`src/rtl/memory_stage_lsu.sv`:
```
// MEM pipeline stage: load/store unit driving a req/ack data-memory port,
// wait-cycle timeout with abort, and the MEM/WB pipeline register with fault code.
module memory_stage_lsu #(
    parameter int unsigned MAX_WAIT = 16
) (
    input  logic        i_clk,
    input  logic        i_reset,
    input  logic [31:0] ALUResult_M,
    input  logic [31:0] WriteData_M,
    input  logic [31:0] PCPlus4_M,
    input  logic [4:0]  RD_M,
    input  logic [2:0]  funct3_M,
    input  logic        rd_wren_M,
    input  logic        mem_wren_M,
    input  logic        insn_vld_M,
    input  logic [1:0]  wb_sel_M,
    output logic        o_dmem_req,
    output logic        o_dmem_we,
    output logic [31:0] o_dmem_addr,
    output logic [31:0] o_dmem_wdata,
    output logic [3:0]  o_dmem_be,
    input  logic        i_dmem_ack,
    input  logic [31:0] i_dmem_rdata,
    output logic        o_stall_M,
    output logic [31:0] ALUResult_W,
    output logic [31:0] ReadData_W,
    output logic [31:0] PCPlus4_W,
    output logic [4:0]  RD_W,
    output logic        rd_wren_W,
    output logic        insn_vld_W,
    output logic [1:0]  wb_sel_W,
    output logic [1:0]  fault_W
);

    typedef enum logic {S_IDLE, S_WAIT} state_t;

    localparam logic [7:0] LAST_WAIT = 8'(MAX_WAIT - 1);

    state_t      state_q, state_d;
    logic [7:0]  wait_cnt_q, wait_cnt_d;
    logic [31:0] alu_q, alu_d, rdata_q, rdata_d, pc4_q, pc4_d;
    logic [4:0]  rd_q, rd_d;
    logic        rd_wren_q, rd_wren_d, insn_vld_q, insn_vld_d;
    logic [1:0]  wb_sel_q, wb_sel_d, fault_q, fault_d;

    logic        mem_op, width_ok, misaligned, access, abort, complete;
    logic [1:0]  fault_code;
    logic [7:0]  ld_byte;
    logic [15:0] ld_half;
    logic [31:0] ld_data;

    always_comb begin
        mem_op = insn_vld_M & (mem_wren_M | (wb_sel_M == 2'b01));
        case (funct3_M)
            3'b000, 3'b001, 3'b010: width_ok = 1'b1;
            3'b100, 3'b101:         width_ok = ~mem_wren_M;
            default:                width_ok = 1'b0;
        endcase
        misaligned = ((funct3_M[1:0] == 2'b01) & ALUResult_M[0])
                   | ((funct3_M[1:0] == 2'b10) & (|ALUResult_M[1:0]));
        fault_code = 2'b00;
        if (mem_op & ~width_ok)        fault_code = 2'b11;
        else if (mem_op & misaligned)  fault_code = 2'b01;
        access = mem_op & width_ok & ~misaligned;
    end

    always_comb begin
        o_dmem_be    = '0;
        o_dmem_wdata = '0;
        if (access & mem_wren_M) begin
            case (funct3_M[1:0])
                2'b00: begin
                    o_dmem_be    = 4'b0001 << ALUResult_M[1:0];
                    o_dmem_wdata = {4{WriteData_M[7:0]}};
                end
                2'b01: begin
                    o_dmem_be    = ALUResult_M[1] ? 4'b1100 : 4'b0011;
                    o_dmem_wdata = {2{WriteData_M[15:0]}};
                end
                default: begin
                    o_dmem_be    = 4'b1111;
                    o_dmem_wdata = WriteData_M;
                end
            endcase
        end
    end

    assign o_dmem_req  = access;
    assign o_dmem_we   = mem_wren_M;
    assign o_dmem_addr = {ALUResult_M[31:2], 2'b00};

    always_comb begin
        case (ALUResult_M[1:0])
            2'b00:   ld_byte = i_dmem_rdata[7:0];
            2'b01:   ld_byte = i_dmem_rdata[15:8];
            2'b10:   ld_byte = i_dmem_rdata[23:16];
            default: ld_byte = i_dmem_rdata[31:24];
        endcase
        ld_half = ALUResult_M[1] ? i_dmem_rdata[31:16] : i_dmem_rdata[15:0];
        case (funct3_M)
            3'b000:  ld_data = {{24{ld_byte[7]}}, ld_byte};
            3'b001:  ld_data = {{16{ld_half[15]}}, ld_half};
            3'b100:  ld_data = {24'h0, ld_byte};
            3'b101:  ld_data = {16'h0, ld_half};
            default: ld_data = i_dmem_rdata;
        endcase
    end

    // Access FSM: wait_cnt counts request cycles already spent in WAIT.
    always_comb begin
        state_d    = state_q;
        wait_cnt_d = wait_cnt_q;
        abort      = 1'b0;
        case (state_q)
            S_IDLE: begin
                if (access & ~i_dmem_ack) begin
                    state_d    = S_WAIT;
                    wait_cnt_d = 8'd1;
                end
            end
            S_WAIT: begin
                if (~access | i_dmem_ack) begin
                    state_d    = S_IDLE;
                    wait_cnt_d = '0;
                end else if (wait_cnt_q == LAST_WAIT) begin
                    abort      = 1'b1;
                    state_d    = S_IDLE;
                    wait_cnt_d = '0;
                end else begin
                    wait_cnt_d = wait_cnt_q + 8'd1;
                end
            end
            default: begin
                state_d    = S_IDLE;
                wait_cnt_d = '0;
            end
        endcase
        complete  = access & i_dmem_ack;
        o_stall_M = access & ~i_dmem_ack & ~abort;
    end

    always_comb begin
        alu_d      = alu_q;
        rdata_d    = rdata_q;
        pc4_d      = pc4_q;
        rd_d       = rd_q;
        wb_sel_d   = wb_sel_q;
        rd_wren_d  = 1'b0;
        insn_vld_d = 1'b0;
        fault_d    = 2'b00;
        if (~o_stall_M) begin
            alu_d      = ALUResult_M;
            pc4_d      = PCPlus4_M;
            rd_d       = RD_M;
            wb_sel_d   = wb_sel_M;
            insn_vld_d = insn_vld_M;
            rdata_d    = complete ? ld_data : '0;
            rd_wren_d  = rd_wren_M & (fault_code == 2'b00) & ~abort;
            fault_d    = abort ? 2'b10 : fault_code;
        end
    end

    always_ff @(posedge i_clk or negedge i_reset) begin
        if (!i_reset) begin
            state_q    <= S_IDLE;
            wait_cnt_q <= '0;
            alu_q      <= '0;
            rdata_q    <= '0;
            pc4_q      <= '0;
            rd_q       <= '0;
            rd_wren_q  <= 1'b0;
            insn_vld_q <= 1'b0;
            wb_sel_q   <= '0;
            fault_q    <= '0;
        end else begin
            state_q    <= state_d;
            wait_cnt_q <= wait_cnt_d;
            alu_q      <= alu_d;
            rdata_q    <= rdata_d;
            pc4_q      <= pc4_d;
            rd_q       <= rd_d;
            rd_wren_q  <= rd_wren_d;
            insn_vld_q <= insn_vld_d;
            wb_sel_q   <= wb_sel_d;
            fault_q    <= fault_d;
        end
    end

    assign ALUResult_W = alu_q;
    assign ReadData_W  = rdata_q;
    assign PCPlus4_W   = pc4_q;
    assign RD_W        = rd_q;
    assign rd_wren_W   = rd_wren_q;
    assign insn_vld_W  = insn_vld_q;
    assign wb_sel_W    = wb_sel_q;
    assign fault_W     = fault_q;

endmodule

```
`config.mk`:
```
export PLATFORM = sky130hd
export DESIGN_NAME = memory_stage_lsu
export DESIGN_NICKNAME = d
export VERILOG_FILES = /design/src/rtl/memory_stage_lsu.sv
export SDC_FILE = /design/constraint.sdc
export NUM_CORES = 1
export LEC_CHECK = 0
export CORE_MARGIN = 2
export CORE_UTILIZATION = 36
export DETAILED_ROUTE_END_ITERATION = 16
export GPL_TIMING_DRIVEN = 0
export HOLD_SLACK_MARGIN = 0.15
export PLACE_DENSITY = 0.79
export SLEW_MARGIN = 20
export SYNTH_ARGS = -nofsm -noshare
export SYNTH_HDL_FRONTEND = slang
export SYNTH_SLANG_ARGS = --single-unit
```
`constraint.sdc`:
```
create_clock -name i_clk -period 2.2 [get_ports i_clk]
set_input_delay 0.55 -clock i_clk [delete_from_list [all_inputs] [get_ports i_clk]]
set_output_delay 0.55 -clock i_clk [all_outputs]
set_load 0.01 [all_outputs]
```
==> results of run 1 <==
==> cell type report <==
cell class / instances / area, µm² / area share [%]
plain buffers: 68 / 556 / 5.24
clock buffers: 18 / 439 / 4.14
clock inverters: 14 / 126 / 1.19
inverters: 15 / 63.8 / 0.602
multi-input cells: 336 / 2840 / 26.8
flip-flops and latches: 116 / 2900 / 27.4
well taps: 220 / 275 / 2.60
repair buffers: 346 / 3400 / 32.1
==> layout by cell type (no fill, tap or decap), types with 18 or more instances in the layout <==
cell type / count
buf_4: 59
nor2_1: 21
clkbuf_16: 18
mux2i_1: 18
dfrtp_1: 116
mux2_2: 57
a21oi_1: 22
buf_2: 24
dlygate4sd2_1: 28
nand2b_1: 18
clkdlybuf4s50_1: 241
buf_6: 34
==> routing by layer <==
layer	GRT usage, %	part of all wire, %
met5	0	0
met3	6.89	7.2
met2	39.8	51
met4	7.03	2.1
met1	29.7	40
==> worst max-delay path, stage by stage <==
cell and delay, ns:
buf_12 0.11, nor4_4 0.28, or2_4 0.20, buf_12 0.11
nand3_4 0.13, buf_6 0.18, a21oi_4 0.13, buf_6 0.12
==> state kept, by name, summed over array words and instances, names as in the netlist, 2 cells and up <==
register     cells
ALUResult_W     32
RD_W             5
PCPlus4_W       32
wait_cnt_q       8
ReadData_W      32
wb_sel_W         2
fault_W          2
==> Yosys cell counts, drive strengths merged (3+ instances only) <==
cell type	n
o21ai	15
a21oi	28
o22ai	3
nor2	40
nand2b	18
mux2	74
mux2i	19
nand4	3
a221oi	8
nand2	17
and2	9
a221o	3
a211o	6
o2bb2ai	7
a32o	17
dfrtp	116
nor4	4
a22o	4
nor3	3
nor2b	10
inv	15
o32ai	6
clkbuf	11
buf	58
nand3b	6
nand3	5
a21o	9
==> stage by stage <==
step / worst slack [ns] / utilization (%) / instances
global placement: -4.12 / 57.8 / 1074
finish: -0.185 / 64.4 / 1133
CTS: -0.162 / 62.8 / 1126
floorplan: -0.00800 / - / 535
global route: -0.254 / 64.4 / 1133
detailed placement: -1.56 / 58.0 / 1075
==> path summary, 6_finish.rpt <==
kind | endpoint | slack [ns] | depth (start not counted)
max | o_dmem_wdata[8] | -0.19 | 8
max reg2reg | PCPlus4_W[26] | 0.22 | 8
min in group i_clk | ALUResult_W[0] | 0.42 | 2
min | ALUResult_W[30] | 0.16 | 1
max in group asynchronous | PCPlus4_W[0] | 1.36 | 2
min reg2reg | wb_sel_W[1] | 0.49 | 1
==> power groups by stage <==
stage | Combinational (mW) | Sequential [mW] | Clock (mW)
floorplan | 0.411 | 2.39 | 0
global placement | 1.18 | 2.34 | 0
detailed placement | 1.20 | 2.34 | 0
CTS | 1.26 | 2.30 | 2.66
global route | 1.40 | 2.32 | 2.76
finish | 1.31 | 2.30 | 2.61
==> kinds of logic (layout without fill, tap and decap cells) <==
kind of cell	after synthesis	in the layout	synth area share (%)
compound gates	114	114	14.3
xor+xnor	1	1	0.145
fa+ha+maj	1	1	0.207
buf+inv	84	461	8.73
flops	116	116	48.1
mux	94	94	17.3
other cells	1	2	0.0622
simple gates	123	124	11.1
==> what timing repair did <==
item                                    4_1_cts  5_1_grt
gates resized for setup                     285       64
hold buffers                                  0        0
endpoints found under the setup margin      168       43
setup buffers                                18        7
pin swaps                                    28        8
cloned                                        3        0
==> impl_results.md, run 1 <==
* Total inserted antenna cells at 0
* Synth Area per Inst at 11.3 µm²
* Clock latency on the worst-skew pair at 0.41 ns
* Startpoint Class: input pin
* PortBufs at 319
* Clock Tree Buf Depth at 2
* Overall routing resource usage at 23.7%
* Final min period at 2.39 ns
* Actual slew at the worst max-slew pin at 0.690 ns
* Total power at 6.23 mW
* Clk slew on worst S/H paths at 0.05 ns
* Yosys Warn Count at 0
* Die Ht at 133 µm
* FF+latch count, synth at 116
* Final HPWL DP at 15600 µm
* Share of layout cells above drive strength 1 at 29.9%
* # IOs at 322
* CTS sink count at 116
* Reg power frac at 37.0%
* RSZ-0062 raised after global routing: true
* Setup-failing EPs final at 36
* Die Span X at 133 µm
* Clock Power Share at 41.9%
* Slew margin rel. at 54.0%
* Pin count of the biggest net entering global routing at 72
* Final wirelength at 21600 µm
* Fmax achieved at 0.419 GHz
* Num CTS Buffers at 17
* Total gr overflow at 0
* Iter 0 DRT Violations at 340
* Lkg Pwr at 4.58 nW
* HP Class: input pin to async pin
* CP required at 1.65 ns
* CTS tree: done
* H-tree depth at 4
* Placer congestion estimate at 0.894
* Layout Nets at 1045
* Global-route wire length before repair at 32700 µm
* Initial core utilization at 36.6%
* Design area at 10600 µm²
* PnR worst setup slack at -0.185 ns
* Switching Share at 26.3%
* PwrDens at 588 nW/µm²
* Int Pwr at 4.59 mW
* Synth async-reset ratio at 100%
* Num rows at 47
* Layout Area Growth over Synthesis at 75.8%
* Net Sw Power at 1.64 mW
* Pre-antenna DRT Iters at 5
* Synth cell types at 59
* CP Class: input pin to primary output
* Worst-path maximum fanout at 7
* Reg2reg start: wait_cnt_q[1]
* Number of flops mapped to enable cells by yosys at 0
* Vias in the first global route at 5779
* Mapped Cells at 534
* Register area share after synthesis at 48.1%
* WHS at 0.158 ns
* DR vias at 5815
* Peak supply drop at 0.522 mV
* Average wire per standard cell at 19.1 µm
* Biggest area consumer among synthesized cells: dfrtp_1
* Initial antenna violation count at 0
* Detail Route Antenna Nets at 0
* Maxcap violations at 0
* Worst clock skew at 0.00712 ns
* Ys flop type: dfrtp_1
* Root Driver: clkbuf_16
* CP endpoint kind: primary output
* Residual DRC count at 0
* Core ar. at 16500 µm²
* Synthesized area at 6030 µm²
* DP Area at 9550 µm²
* Post-route clock period utilization at 108%
* Final Hold Viols at 0
* Combinational power share at 21.1%
* Setup crit start: funct3_M[0]
* Die footprint at 17800 µm²
* Synth area leaders: dfrtp_1 48%, mux2_2 11%, buf_4 4.2%
* Pins over their slew limit at 0
* Avg Vias per Cell at 5.13
* Status: finished, violations left
* Synth top area share at 48.1%
* Fillers at 1291
* Failing checks: negative setup slack
* Setup total negative slack at -5.00 ns
* CP arrival at 1.84 ns
No activity file was read; power rests on OpenSTA's default activity.
==> run 2, diff against run 1 <==
--- a/config.mk
+++ b/config.mk
@@ -5,8 +5,10 @@
 export SDC_FILE = /design/constraint.sdc
 export NUM_CORES = 1
 export LEC_CHECK = 0
+export CORE_ASPECT_RATIO = 0.5
 export CORE_MARGIN = 2
 export CORE_UTILIZATION = 36
+export CTS_CLUSTER_SIZE = 10
 export DETAILED_ROUTE_END_ITERATION = 16
 export GPL_TIMING_DRIVEN = 0
 export HOLD_SLACK_MARGIN = 0.15
==> impl_results.md, run 2 (synthesized netlist as in run 1, its figures left out) <==
* Failing checks: negative setup slack
* Buf/Inv on CP at 3
* Lkg Pwr at 4.57 nW
* Clock Tree Buf Depth at 2
* PwrDens at 610 nW/µm²
* Root Driver: clkbuf_16
* Startpoint Class: input pin
* WHS at 0.409 ns
* Die Ht at 95.5 µm
* Layout Area Growth over Synthesis at 77.6%
* Vias in the first global route at 5883
* Global-route wire length before repair at 33700 µm
* Actual slew at the worst max-slew pin at 0.570 ns
* Num CTS Buffers at 17
* Pins over their slew limit at 0
* H-tree depth at 4
* Fin cells at 1140
* Status: finished, violations left
* Fillers at 1205
* Delay-heaviest family, CP: simple AND/OR/NAND/NOR gates
* CP endpoint kind: primary output
* Reg area at 2900 µm²
* Average wire per standard cell at 20.1 µm
* Post-route clock period utilization at 109%
* Setup-failing EPs final at 37
* Clk slew on worst S/H paths at 0.06 ns
* Overall routing resource usage at 24.5%
* Layout Nets at 1046
* Final HPWL DP at 16400 µm
* Die Span X at 187 µm
* Pre-antenna DRT Iters at 6
* PortBufs at 319
* Total inserted antenna cells at 0
* CP cell instances: buf_12 > a221oi_4 > or2_4 > nand3_4 > clkbuf_16 > nor2_4 > buf_6
* Design area at 10700 µm²
* Most frequent cells in the layout: 241 x clkdlybuf4s50_1, 116 x dfrtp_1, 60 x buf_4, 57 x mux2_2, 39 x buf_6
* Fmax achieved at 0.418 GHz
* CP Class: input pin to primary output
* Detail Route Antenna Nets at 0
* DP Worst Slack at -1.53 ns
* Peak supply drop at 0.515 mV
* Dpl cells at 1082
* Most common cell after layout, fill and taps aside: clkdlybuf4s50_1
* RSZ-0062 raised after global routing: true
* Critical path's slowest cell: a221oi_4
* HP Class: input pin to flip-flop
* Die footprint at 17900 µm²
* Initial core utilization at 36.8%
* Final min period at 2.39 ns
* Worst-path maximum fanout at 7
* Final Hold Viols at 0
* Maxcap violations at 0
* Total power at 6.54 mW
* CTS tree: done
* Core ar. at 16400 µm²
* Clock latency on the worst-skew pair at 0.42 ns
* Placer congestion estimate at 0.878
* Worst clock skew at 0.0150 ns
* Residual DRC count at 0
* Setup total negative slack at -4.54 ns
* Final wirelength at 23000 µm
* Slew margin rel. at 61.6%
* Avg Vias per Cell at 5.18
* Initial antenna violation count at 1
* DP Area at 9560 µm²
* CTS sink count at 116
* Total gr overflow at 0
* Area of the multi-input gates at 2890 µm²
* Num rows at 33
* Final core occ at 65.3%
* DR vias at 5907
* Pin count of the biggest net entering global routing at 72
* CP max stage delay at 0.31 ns
* PnR worst setup slack at -0.190 ns
* Share of layout cells above drive strength 1 at 30.8%
* Iter 0 DRT Violations at 444
* # IOs at 322
* CP arrival at 1.84 ns
* CP required at 1.65 ns
==> run 2: cell types whose count changed in the layout (fill, tap and decap cells not counted), moves of 5 or more <==
| cell | previous run | this run |
|---|---|---|
| nor2_2 | 9 | 4 |
| buf_6 | 34 | 39 |
| a21oi_1 | 22 | 17 |
| a21oi_2 | 4 | 10 |
==> run 2: routing by layer <==
layer | wire, µm | global-route usage, %
met1 | 8870 | 29.4
met2 | 11900 | 43.8
met3 | 1520 | 6.26
met4 | 625 | 8.13
met5 | 14 | 0
==> run 2: timing repair <==
item	CTS	global route
gates cloned	3	0
setup buffers	16	8
setup endpoints to repair	169	52
hold buffers	1	0
endpoints found under the hold margin	45	0
gates resized for setup	299	60
pin swaps	31	5
==> run 2: final timing paths <==
kind,start,slack [ns],depth (start not counted),to
setup / recovery,funct3_M[2],-0.19,7,o_dmem_wdata[17]
hold / removal,ALUResult_M[0],0.41,2,ALUResult_W[0]
setup reg to reg,wait_cnt_q[1],0.09,9,PCPlus4_W[28]
hold reg to reg,ReadData_W[21],0.49,1,ReadData_W[21]
max in group asynchronous,i_reset,0.83,3,ALUResult_W[11]
min in group asynchronous,i_reset,0.65,2,ALUResult_W[25]
==> run 2: layout make-up <==
class                   instances  share of cell area (%)
plain buffers                  68                    5.21
clock buffers                  17                    3.97
clock inverters                14                    1.67
inverters                      15                   0.596
multi-input cells             336                    27.0
flip-flops and latches        116                    27.1
well taps                     227                    2.65
repair buffers                347                    31.8
==> run 2: worst register-to-register path: cells and delay by family, from the launching register on <==
kind	cells	cell delay, ns
fa+ha+maj	1	0.18
buf+inv	4	0.57
flops	1	0.42
mux	1	0.34
simple gates	3	0.48
==> run 2: power by group <==
part	internal, mW	leakage, nW	switching (mW)
sequential	2.25	1.44	0.0608
combinational	0.766	2.86	0.579
clock	1.79	0.275	1.10
total	4.80	4.57	1.74
==> run 3, diff against run 2 <==
--- a/config.mk
+++ b/config.mk
@@ -5,7 +5,6 @@
 export SDC_FILE = /design/constraint.sdc
 export NUM_CORES = 1
 export LEC_CHECK = 0
-export CORE_ASPECT_RATIO = 0.5
 export CORE_MARGIN = 2
 export CORE_UTILIZATION = 36
 export CTS_CLUSTER_SIZE = 10
==> results of run 3 <==
The final DEF is identical to that of run 1; final timing and power are the same.
